**src/rtl/diff_code_pkg.sv**
```systemverilog
// Shared field layout, FSM state type and check-sum helper for the diff code
// receive filter and the matching transmit-side encoder.
package diff_code_pkg;

    localparam int ADDR_W      = 4;
    localparam int PAYLOAD_W   = 16;
    localparam int CHECK_W     = 6;
    localparam int CODE_W      = 26;

    localparam int CHECK_LSB   = 0;
    localparam int PAYLOAD_LSB = CHECK_LSB + CHECK_W;
    localparam int ADDR_LSB    = PAYLOAD_LSB + PAYLOAD_W;

    localparam logic [ADDR_W-1:0] BROADCAST_ADDR = 4'hF;

    typedef enum logic [1:0] {
        IDLE  = 2'd0,
        COUNT = 2'd1,
        HOLD  = 2'd2
    } filt_state_e;

    // Sum of address and both payload bytes, kept modulo 64.
    function automatic logic [CHECK_W-1:0] calc_check(
        input logic [ADDR_W-1:0]    addr,
        input logic [PAYLOAD_W-1:0] payload
    );
        logic [7:0] sum;
        sum = 8'(addr) + payload[15:8] + payload[7:0];
        return sum[CHECK_W-1:0];
    endfunction

endpackage

```
**src/rtl/diff_code_filter_if.sv**
```systemverilog
// Valid/ready output channel carrying decoded address and payload of an
// emitted code.
interface diff_code_filter_if import diff_code_pkg::*; ();

    logic [ADDR_W-1:0]    addr_out;
    logic [PAYLOAD_W-1:0] payload_out;
    logic                 valid_out;
    logic                 ready_in;

    modport master (output addr_out, output payload_out, output valid_out, input ready_in);
    modport slave  (input addr_out, input payload_out, input valid_out, output ready_in);

endinterface

```
**src/rtl/diff_code_check.sv**
```systemverilog
// Combinational split of a captured code into fields, with check-sum and
// address acceptance flags.
module diff_code_check
    import diff_code_pkg::*;
#(
    parameter logic [ADDR_W-1:0] MY_ADDR = 4'h3
) (
    input  logic [CODE_W-1:0]    code_i,
    output logic [ADDR_W-1:0]    addr_o,
    output logic [PAYLOAD_W-1:0] payload_o,
    output logic                 chk_ok_o,
    output logic                 addr_ok_o
);

    logic [CHECK_W-1:0] check;

    always_comb begin
        addr_o    = code_i[ADDR_LSB +: ADDR_W];
        payload_o = code_i[PAYLOAD_LSB +: PAYLOAD_W];
        check     = code_i[CHECK_LSB +: CHECK_W];
        chk_ok_o  = (check == calc_check(addr_o, payload_o));
        addr_ok_o = (addr_o == MY_ADDR) || (addr_o == BROADCAST_ADDR);
    end

endmodule

```
**src/rtl/diff_code_filter.sv**
```systemverilog
// Repeat/noise filter for received codes; emits after REPEATS identical valid
// codes. Define DIFF_FILTER_STATS_EN to build the error/drop counters.
//
// state | meaning
// IDLE  | no burst in progress
// COUNT | collecting identical valid codes, not yet emitted
// HOLD  | burst emitted, identical repeats swallowed until gap timeout
module diff_code_filter
    import diff_code_pkg::*;
#(
    parameter logic [ADDR_W-1:0] MY_ADDR    = 4'h3,
    parameter int                REPEATS    = 2,
    parameter int                GAP_CYCLES = 2_000_000
) (
    input  logic               clk_in,
    input  logic               rst_in,
    input  logic [CODE_W-1:0]  code_in,
    input  logic               new_code_in,
    diff_code_filter_if.master out_if,
    output logic [7:0]         err_count_out,
    output logic [7:0]         drop_count_out
);

    localparam int               GAP_W    = $clog2(GAP_CYCLES + 1);
    localparam logic [GAP_W-1:0] GAP_LAST = GAP_W'(GAP_CYCLES - 1);
    localparam logic [GAP_W-1:0] GAP_ONE  = GAP_W'(1);
    localparam logic [3:0]       REP_N    = 4'(REPEATS);

    logic [1:0] rst_sync_q;
    logic       rst_n;

    // Reset asserts immediately but releases on a clock edge.
    always_ff @(posedge clk_in or negedge rst_in) begin
        if (!rst_in) rst_sync_q <= 2'b00;
        else         rst_sync_q <= {rst_sync_q[0], 1'b1};
    end
    assign rst_n = rst_sync_q[1];

    logic [CODE_W-1:0]    cap_q, cap_d;
    logic                 cap_vld_q, cap_vld_d;
    filt_state_e          state_q, state_d, cur_state;
    logic [CODE_W-1:0]    last_q, last_d;
    logic [3:0]           cnt_q, cnt_d;
    logic [GAP_W-1:0]     gap_q, gap_d;
    logic [ADDR_W-1:0]    addr_q, addr_d;
    logic [PAYLOAD_W-1:0] payload_q, payload_d;
    logic                 valid_q, valid_d;
    logic                 timeout, code_good, emit;
    logic [ADDR_W-1:0]    chk_addr;
    logic [PAYLOAD_W-1:0] chk_payload;
    logic                 chk_ok, addr_ok;

    diff_code_check #(.MY_ADDR(MY_ADDR)) u_check (
        .code_i    (cap_q),
        .addr_o    (chk_addr),
        .payload_o (chk_payload),
        .chk_ok_o  (chk_ok),
        .addr_ok_o (addr_ok)
    );

    always_comb begin
        cap_vld_d = new_code_in;
        cap_d     = new_code_in ? code_in : cap_q;
    end

    always_comb begin
        timeout   = (state_q != IDLE) && (gap_q == GAP_LAST);
        cur_state = timeout ? IDLE : state_q;
        code_good = cap_vld_q && chk_ok && addr_ok;
        state_d   = cur_state;
        cnt_d     = timeout ? 4'd0 : cnt_q;
        last_d    = last_q;
        gap_d     = (cur_state == IDLE) ? '0 : gap_q + GAP_ONE;
        emit      = 1'b0;
        if (cap_vld_q) begin
            gap_d = '0;
            if (!code_good) begin
                state_d = IDLE;
                cnt_d   = 4'd0;
            end else if (cur_state != IDLE && cap_q == last_q) begin
                if (cur_state == COUNT) begin
                    cnt_d = cnt_q + 4'd1;
                    if (cnt_q + 4'd1 == REP_N) begin
                        emit    = 1'b1;
                        state_d = HOLD;
                    end
                end
            end else begin
                // First code of a new burst, from any state.
                last_d = cap_q;
                cnt_d  = 4'd1;
                if (REP_N == 4'd1) begin
                    emit    = 1'b1;
                    state_d = HOLD;
                end else begin
                    state_d = COUNT;
                end
            end
        end
    end

    always_comb begin
        valid_d   = valid_q;
        addr_d    = addr_q;
        payload_d = payload_q;
        if (emit) begin
            if (!valid_q || out_if.ready_in) begin
                valid_d   = 1'b1;
                addr_d    = chk_addr;
                payload_d = chk_payload;
            end
        end else if (valid_q && out_if.ready_in) begin
            valid_d = 1'b0;
        end
    end

    always_ff @(posedge clk_in or negedge rst_n) begin
        if (!rst_n) begin
            cap_q     <= '0;
            cap_vld_q <= 1'b0;
            state_q   <= IDLE;
            last_q    <= '0;
            cnt_q     <= 4'd0;
            gap_q     <= '0;
            addr_q    <= '0;
            payload_q <= '0;
            valid_q   <= 1'b0;
        end else begin
            cap_q     <= cap_d;
            cap_vld_q <= cap_vld_d;
            state_q   <= state_d;
            last_q    <= last_d;
            cnt_q     <= cnt_d;
            gap_q     <= gap_d;
            addr_q    <= addr_d;
            payload_q <= payload_d;
            valid_q   <= valid_d;
        end
    end

    assign out_if.addr_out    = addr_q;
    assign out_if.payload_out = payload_q;
    assign out_if.valid_out   = valid_q;

`ifdef DIFF_FILTER_STATS_EN
    logic [7:0] err_q, err_d, drop_q, drop_d;
    logic       chk_fail, drop_hit;

    always_comb begin
        chk_fail = cap_vld_q && !chk_ok;
        drop_hit = emit && valid_q && !out_if.ready_in;
        err_d    = err_q;
        drop_d   = drop_q;
        if (chk_fail && err_q != 8'hFF)  err_d  = err_q + 8'd1;
        if (drop_hit && drop_q != 8'hFF) drop_d = drop_q + 8'd1;
    end

    always_ff @(posedge clk_in or negedge rst_n) begin
        if (!rst_n) begin
            err_q  <= 8'h00;
            drop_q <= 8'h00;
        end else begin
            err_q  <= err_d;
            drop_q <= drop_d;
        end
    end

    assign err_count_out  = err_q;
    assign drop_count_out = drop_q;
`else
    assign err_count_out  = 8'h00;
    assign drop_count_out = 8'h00;
`endif

endmodule

```
**src/flat_wrapper.sv**
```systemverilog
// flat-port wrapper written by rule: the top's interface ports become plain ports
module diff_code_filter_flat import diff_code_pkg::*;
#(
    parameter logic [ADDR_W-1:0] MY_ADDR    = 4'h3,
    parameter int                REPEATS    = 2,
    parameter int                GAP_CYCLES = 2_000_000
)
  (clk_in, rst_in, code_in, new_code_in, err_count_out, drop_count_out, out_if_addr_out, out_if_payload_out, out_if_valid_out, out_if_ready_in);
  diff_code_filter_if out_if_i ();
  input  logic clk_in;
  input  logic rst_in;
  input  logic [CODE_W-1:0] code_in;
  input  logic new_code_in;
  output logic [7:0] err_count_out;
  output logic [7:0] drop_count_out;
  output wire logic [$bits(out_if_i.addr_out)-1:0] out_if_addr_out;
  output wire logic [$bits(out_if_i.payload_out)-1:0] out_if_payload_out;
  output wire logic [$bits(out_if_i.valid_out)-1:0] out_if_valid_out;
  input wire logic [$bits(out_if_i.ready_in)-1:0] out_if_ready_in;
  assign out_if_addr_out = out_if_i.addr_out;
  assign out_if_payload_out = out_if_i.payload_out;
  assign out_if_valid_out = out_if_i.valid_out;
  assign out_if_i.ready_in = out_if_ready_in;
  diff_code_filter #(.MY_ADDR(MY_ADDR), .REPEATS(REPEATS), .GAP_CYCLES(GAP_CYCLES)) u_core (.clk_in(clk_in), .rst_in(rst_in), .code_in(code_in), .new_code_in(new_code_in), .out_if(out_if_i), .err_count_out(err_count_out), .drop_count_out(drop_count_out));
endmodule
```
**config.mk**
```make
export PLATFORM = sky130hd
export DESIGN_NAME = diff_code_filter_flat
export DESIGN_NICKNAME = d
export VERILOG_FILES = /design/src/rtl/diff_code_pkg.sv /design/src/rtl/diff_code_filter_if.sv /design/src/rtl/diff_code_check.sv /design/src/rtl/diff_code_filter.sv /design/src/flat_wrapper.sv
export SDC_FILE = /design/constraint.sdc
export NUM_CORES = 1
export LEC_CHECK = 0
export ABC_AREA = 1
export BUFFER_PORTS_ARGS = -buffer_cell sky130_fd_sc_hd__buf_2
export CAP_MARGIN = 15
export CORE_MARGIN = 8
export CORE_UTILIZATION = 60
export CTS_CLUSTER_SIZE = 30
export DETAILED_ROUTE_END_ITERATION = 8
export PLACE_DENSITY = 0.82
export RECOVER_POWER = 100
export REMOVE_ABC_BUFFERS = 1
export SLEW_MARGIN = 10
export SYNTH_ARGS = -nofsm -noshare
export SYNTH_HDL_FRONTEND = slang
export SYNTH_SLANG_ARGS = --single-unit
```
**constraint.sdc**
```tcl
create_clock -name clk_in -period 7.3 [get_ports clk_in]
set_input_delay 1.095 -clock clk_in [delete_from_list [all_inputs] [get_ports clk_in]]
set_output_delay 1.095 -clock clk_in [all_outputs]
set_load 0.03 [all_outputs]
```
==> impl_metrics.csv <==
group,metric,value,unit
timing,timing.final.crit_share,0.623,
global_routing,antenna_found_initial,0,
run_status,violations,"capacitance limit, slew limit",
place,placed_area,0.00555,sq mm
detailed_routing,drc_errors,0,
global_routing,grt_max_degree,67,
power,irDropWorstVdd,0.000152,V
logic_synthesis,syn_area_per_cell,8.64,sq um
timing,setup_viol,0,
floorplanning,start_util,0.614,
clock_tree,clock_path_buffers,2,
worst_setup_path,reg2reg_to,"u_core.gap_q[4]$_DFF_PN0_",
finish,fillers,750,
flow_run,drv_cap,2,
worst_hold_path,hold_path.class,"flop to flop",
floorplanning,coreArea,0.00868,sq mm
floorplanning,die_x,110,um
timing,max_slew_margin,-1.33,
logic_synthesis,synth_seq_area_share,0.483,
global_routing,grt_pass1_vias,4085,
floorplanning,die_h,110,um
logic_synthesis,yosysWarnings,0,
clock_tree,cts_setup_buffers,0,
place,preCtsSetupSlack,3.58,ns
worst_setup_path,max_stage_delay,2.52,ns
clock_tree,clock_sinks,103,
floorplanning,ioPinCount,67,
detailed_routing,ant_nets,0,
clock_tree,insertion_delay,0.37,ns
run_status,outcome,"finished, violations left",
timing,rsz0062_at_grt,"no",
detailed_routing,dr.pass1.iters,5,
clock_tree,holdBufCountCts,0,
global_routing,grt_overflow_total,0,
floorplanning,dieArea,0.0122,sq mm
finish,design_area,0.00570,sq mm
timing,worst-slew-pin-transition,3.49,ns
worst_hold_path,worstHoldStart,"u_core.rst_sync_q[0]$_DFF_PN0_",
worst_setup_path,crit_family,"buffers and inverters",
place,placed_cells,756,
power,p_leak,2.78,nW
worst_setup_path,worstPathArrival,4.24,ns
worst_setup_path,timing.rr.start,"u_core.rst_sync_q[1]$_DFF_PN0_",
clock_tree,numCtsBuffers,9,
timing,timing.final.max_slew_violations,112,
global_routing,grtUsageTotal,0.195,
logic_synthesis,syn_inst,617,
detailed_routing,wl,11400,um
global_routing,grt_pass1_wl,18900,um
clock_tree,cts_tree,"built",
clock_tree,cts_root_buf,"clkbuf_8",
power,cellPowerDensity,202,mW/mm^2
detailed_routing,vias,4110,
logic_synthesis,synth_ff_type,"dfrtp_1",
worst_setup_path,critPathMaxFanout,66,
worst_setup_path,worstPathRequired,6.99,ns
detailed_routing,route.detailed.wl_per_inst,14.8,um
timing,skew,0.0147,ns
worst_hold_path,hold-path-endpoint,"u_core.rst_sync_q[1]$_DFF_PN0_",
worst_setup_path,cpMaxStageDelayCell,"clkbuf_1",
finish,final_cells,772,
clock_tree,cts.repair.resized,0,
worst_setup_path,rrSetupSlack,2.75,ns
worst_setup_path,path_class,"flop to async pin",
finish,final_util,0.656,
logic_synthesis,ys_seq_elements,103,
clock_tree,ctsHtreeMaxLevel,3,
timing,setup_ws,2.75,ns
finish,synthToLayoutAreaGrowth,6.85,%
timing,min_period,4.55,ns
worst_setup_path,start_kind,"flop",
worst_setup_path,r2r_cells,1,
clock_tree,clkSlewWorstSetupHoldPaths,0.10,ns
timing,final.setup.tns,0,ns
logic_synthesis,ys_async_sr_fraction,1.00,
worst_setup_path,crit_chain,"clkbuf_1",
power,power,1.15,mW
finish,nets,703,
timing,fmax,220,MHz
place,hpwl,8250,um
worst_setup_path,cp-end-kind,"async pin",
floorplanning,rows,34,
place,io_buffers,50,
logic_synthesis,synth.cell_area,0.00533,sq mm
logic_synthesis,synth_edf_count,0,
finish,drive_above_1_share,0.104,
timing,fin_hold_ws,0.395,ns
detailed_routing,drt_iter0_markers,257,
detailed_routing,vias_per_cell,5.32,
worst_setup_path,path_buf_inv,1,
timing,hold_viol_final,0,
worst_hold_path,min_path_cells,0,
finish,n_antenna_cell,0,
place,place_congestion,0.884,
logic_synthesis,synth_cell_type_count,40,
cells in the mapped netlist, types with 4 or more instances:
| cell | number | share of area |
|---|---|---|
| ha_1 | 8 | 0.019 |
| buf_2 | 4 | 0.0038 |
| nand3_1 | 27 | 0.025 |
| nor3_1 | 13 | 0.012 |
| nor2_1 | 38 | 0.027 |
| xor2_1 | 11 | 0.018 |
| fa_1 | 5 | 0.019 |
| o21ai_0 | 36 | 0.034 |
| inv_1 | 52 | 0.037 |
| nor2_2 | 4 | 0.0047 |
| xnor2_1 | 27 | 0.044 |
| clkbuf_1 | 10 | 0.0070 |
| inv_2 | 6 | 0.0042 |
| mux2_2 | 9 | 0.019 |
| nand4_1 | 22 | 0.026 |
| nand3_2 | 4 | 0.0075 |
| nand2_1 | 185 | 0.13 |
| buf_4 | 17 | 0.024 |
| buf_6 | 4 | 0.0084 |
| dfrtp_1 | 103 | 0.48 |
| a21oi_1 | 7 | 0.0066 |
layer usage:
metal / vias to the layer above / track usage / part of all wire
met1: 2001 / 0.247 / 0.44
met2: 87 / 0.337 / 0.50
met3: 13 / 0.0366 / 0.044
met5: - / 0 / 0
met4: 0 / 0.0495 / 0.010
li1: 2009 / - / -
report_power, final:
group / switching, mW / internal, mW
clock network: 0.196 / 0.158
logic: 0.0968 / 0.0689
registers: 0.0338 / 0.596
total: 0.326 / 0.823
cell usage in the layout, fill, tap and decap left out, types with 5 or more instances in the layout:
cell      netlist  final
nand4_1        22     22
ha_1            8      8
mux2_2          9      9
a21oi_1         7      7
xor2_1         11     11
buf_2           4     27
nor3_1         13     13
dfrtp_1       103    103
inv_2           6      5
clkbuf_1       10     26
o21ai_0        36     36
conb_1          2     17
inv_1          52     53
nand3_1        27     29
fa_1            5      5
nor2_1         38     39
xnor2_1        27     27
clkbuf_8        0      9
nand2_1       185    185
flip-flops by register name, indices dropped and copies added, names as in the netlist, 2 cells and up:
signal,flops
u_core.state_q,2
u_core.out_if.addr_out,4
u_core.last_q,26
u_core.gap_q,21
u_core.cap_q,26
u_core.cnt_q,4
u_core.out_if.payload_out,16
u_core.rst_sync_q,2
area by class of cell:
cell class / count / area, sq um / area share
clock buffers: 10 / 128 / 0.0224
clock inverters: 5 / 60.1 / 0.0105
inverters: 58 / 218 / 0.0382
multi-input cells: 436 / 2350 / 0.412
flip-flops and latches: 103 / 2580 / 0.452
well taps: 108 / 135 / 0.0237
repair buffers: 52 / 229 / 0.0402
how the worst max path moves through the flow:
stage                                    from                                         to  slack, ns  cells past startpoint
2_1_floorplan     u_core.cap_q[7]$_DFFE_PN0P_      u_core.out_if.addr_out[2]$_DFFE_PN0P_       4.18                     11
6_report       u_core.rst_sync_q[1]$_DFF_PN0_                  u_core.gap_q[4]$_DFF_PN0_       2.75                      1
4_1_cts           u_core.cap_q[7]$_DFFE_PN0P_   u_core.out_if.payload_out[9]$_DFFE_PN0P_       3.57                     11
5_1_grt        u_core.rst_sync_q[1]$_DFF_PN0_                  u_core.gap_q[4]$_DFF_PN0_       1.85                      1
3_5_place_dp      u_core.cap_q[7]$_DFFE_PN0P_   u_core.out_if.payload_out[9]$_DFFE_PN0P_       3.58                     11
3_3_place_gp      u_core.cap_q[7]$_DFFE_PN0P_  u_core.out_if.payload_out[11]$_DFFE_PN0P_       3.77                     11
cells by family after synthesis:
family,after synthesis,share of synthesized area
buf+inv,93,0.0840
compound gates,50,0.0500
mux,9,0.0190
flops,103,0.483
other cells,2,0.00141
simple gates,309,0.262
xor+xnor,38,0.0624
fa+ha+maj,13,0.0376
(Power assumes the default switching activity.)
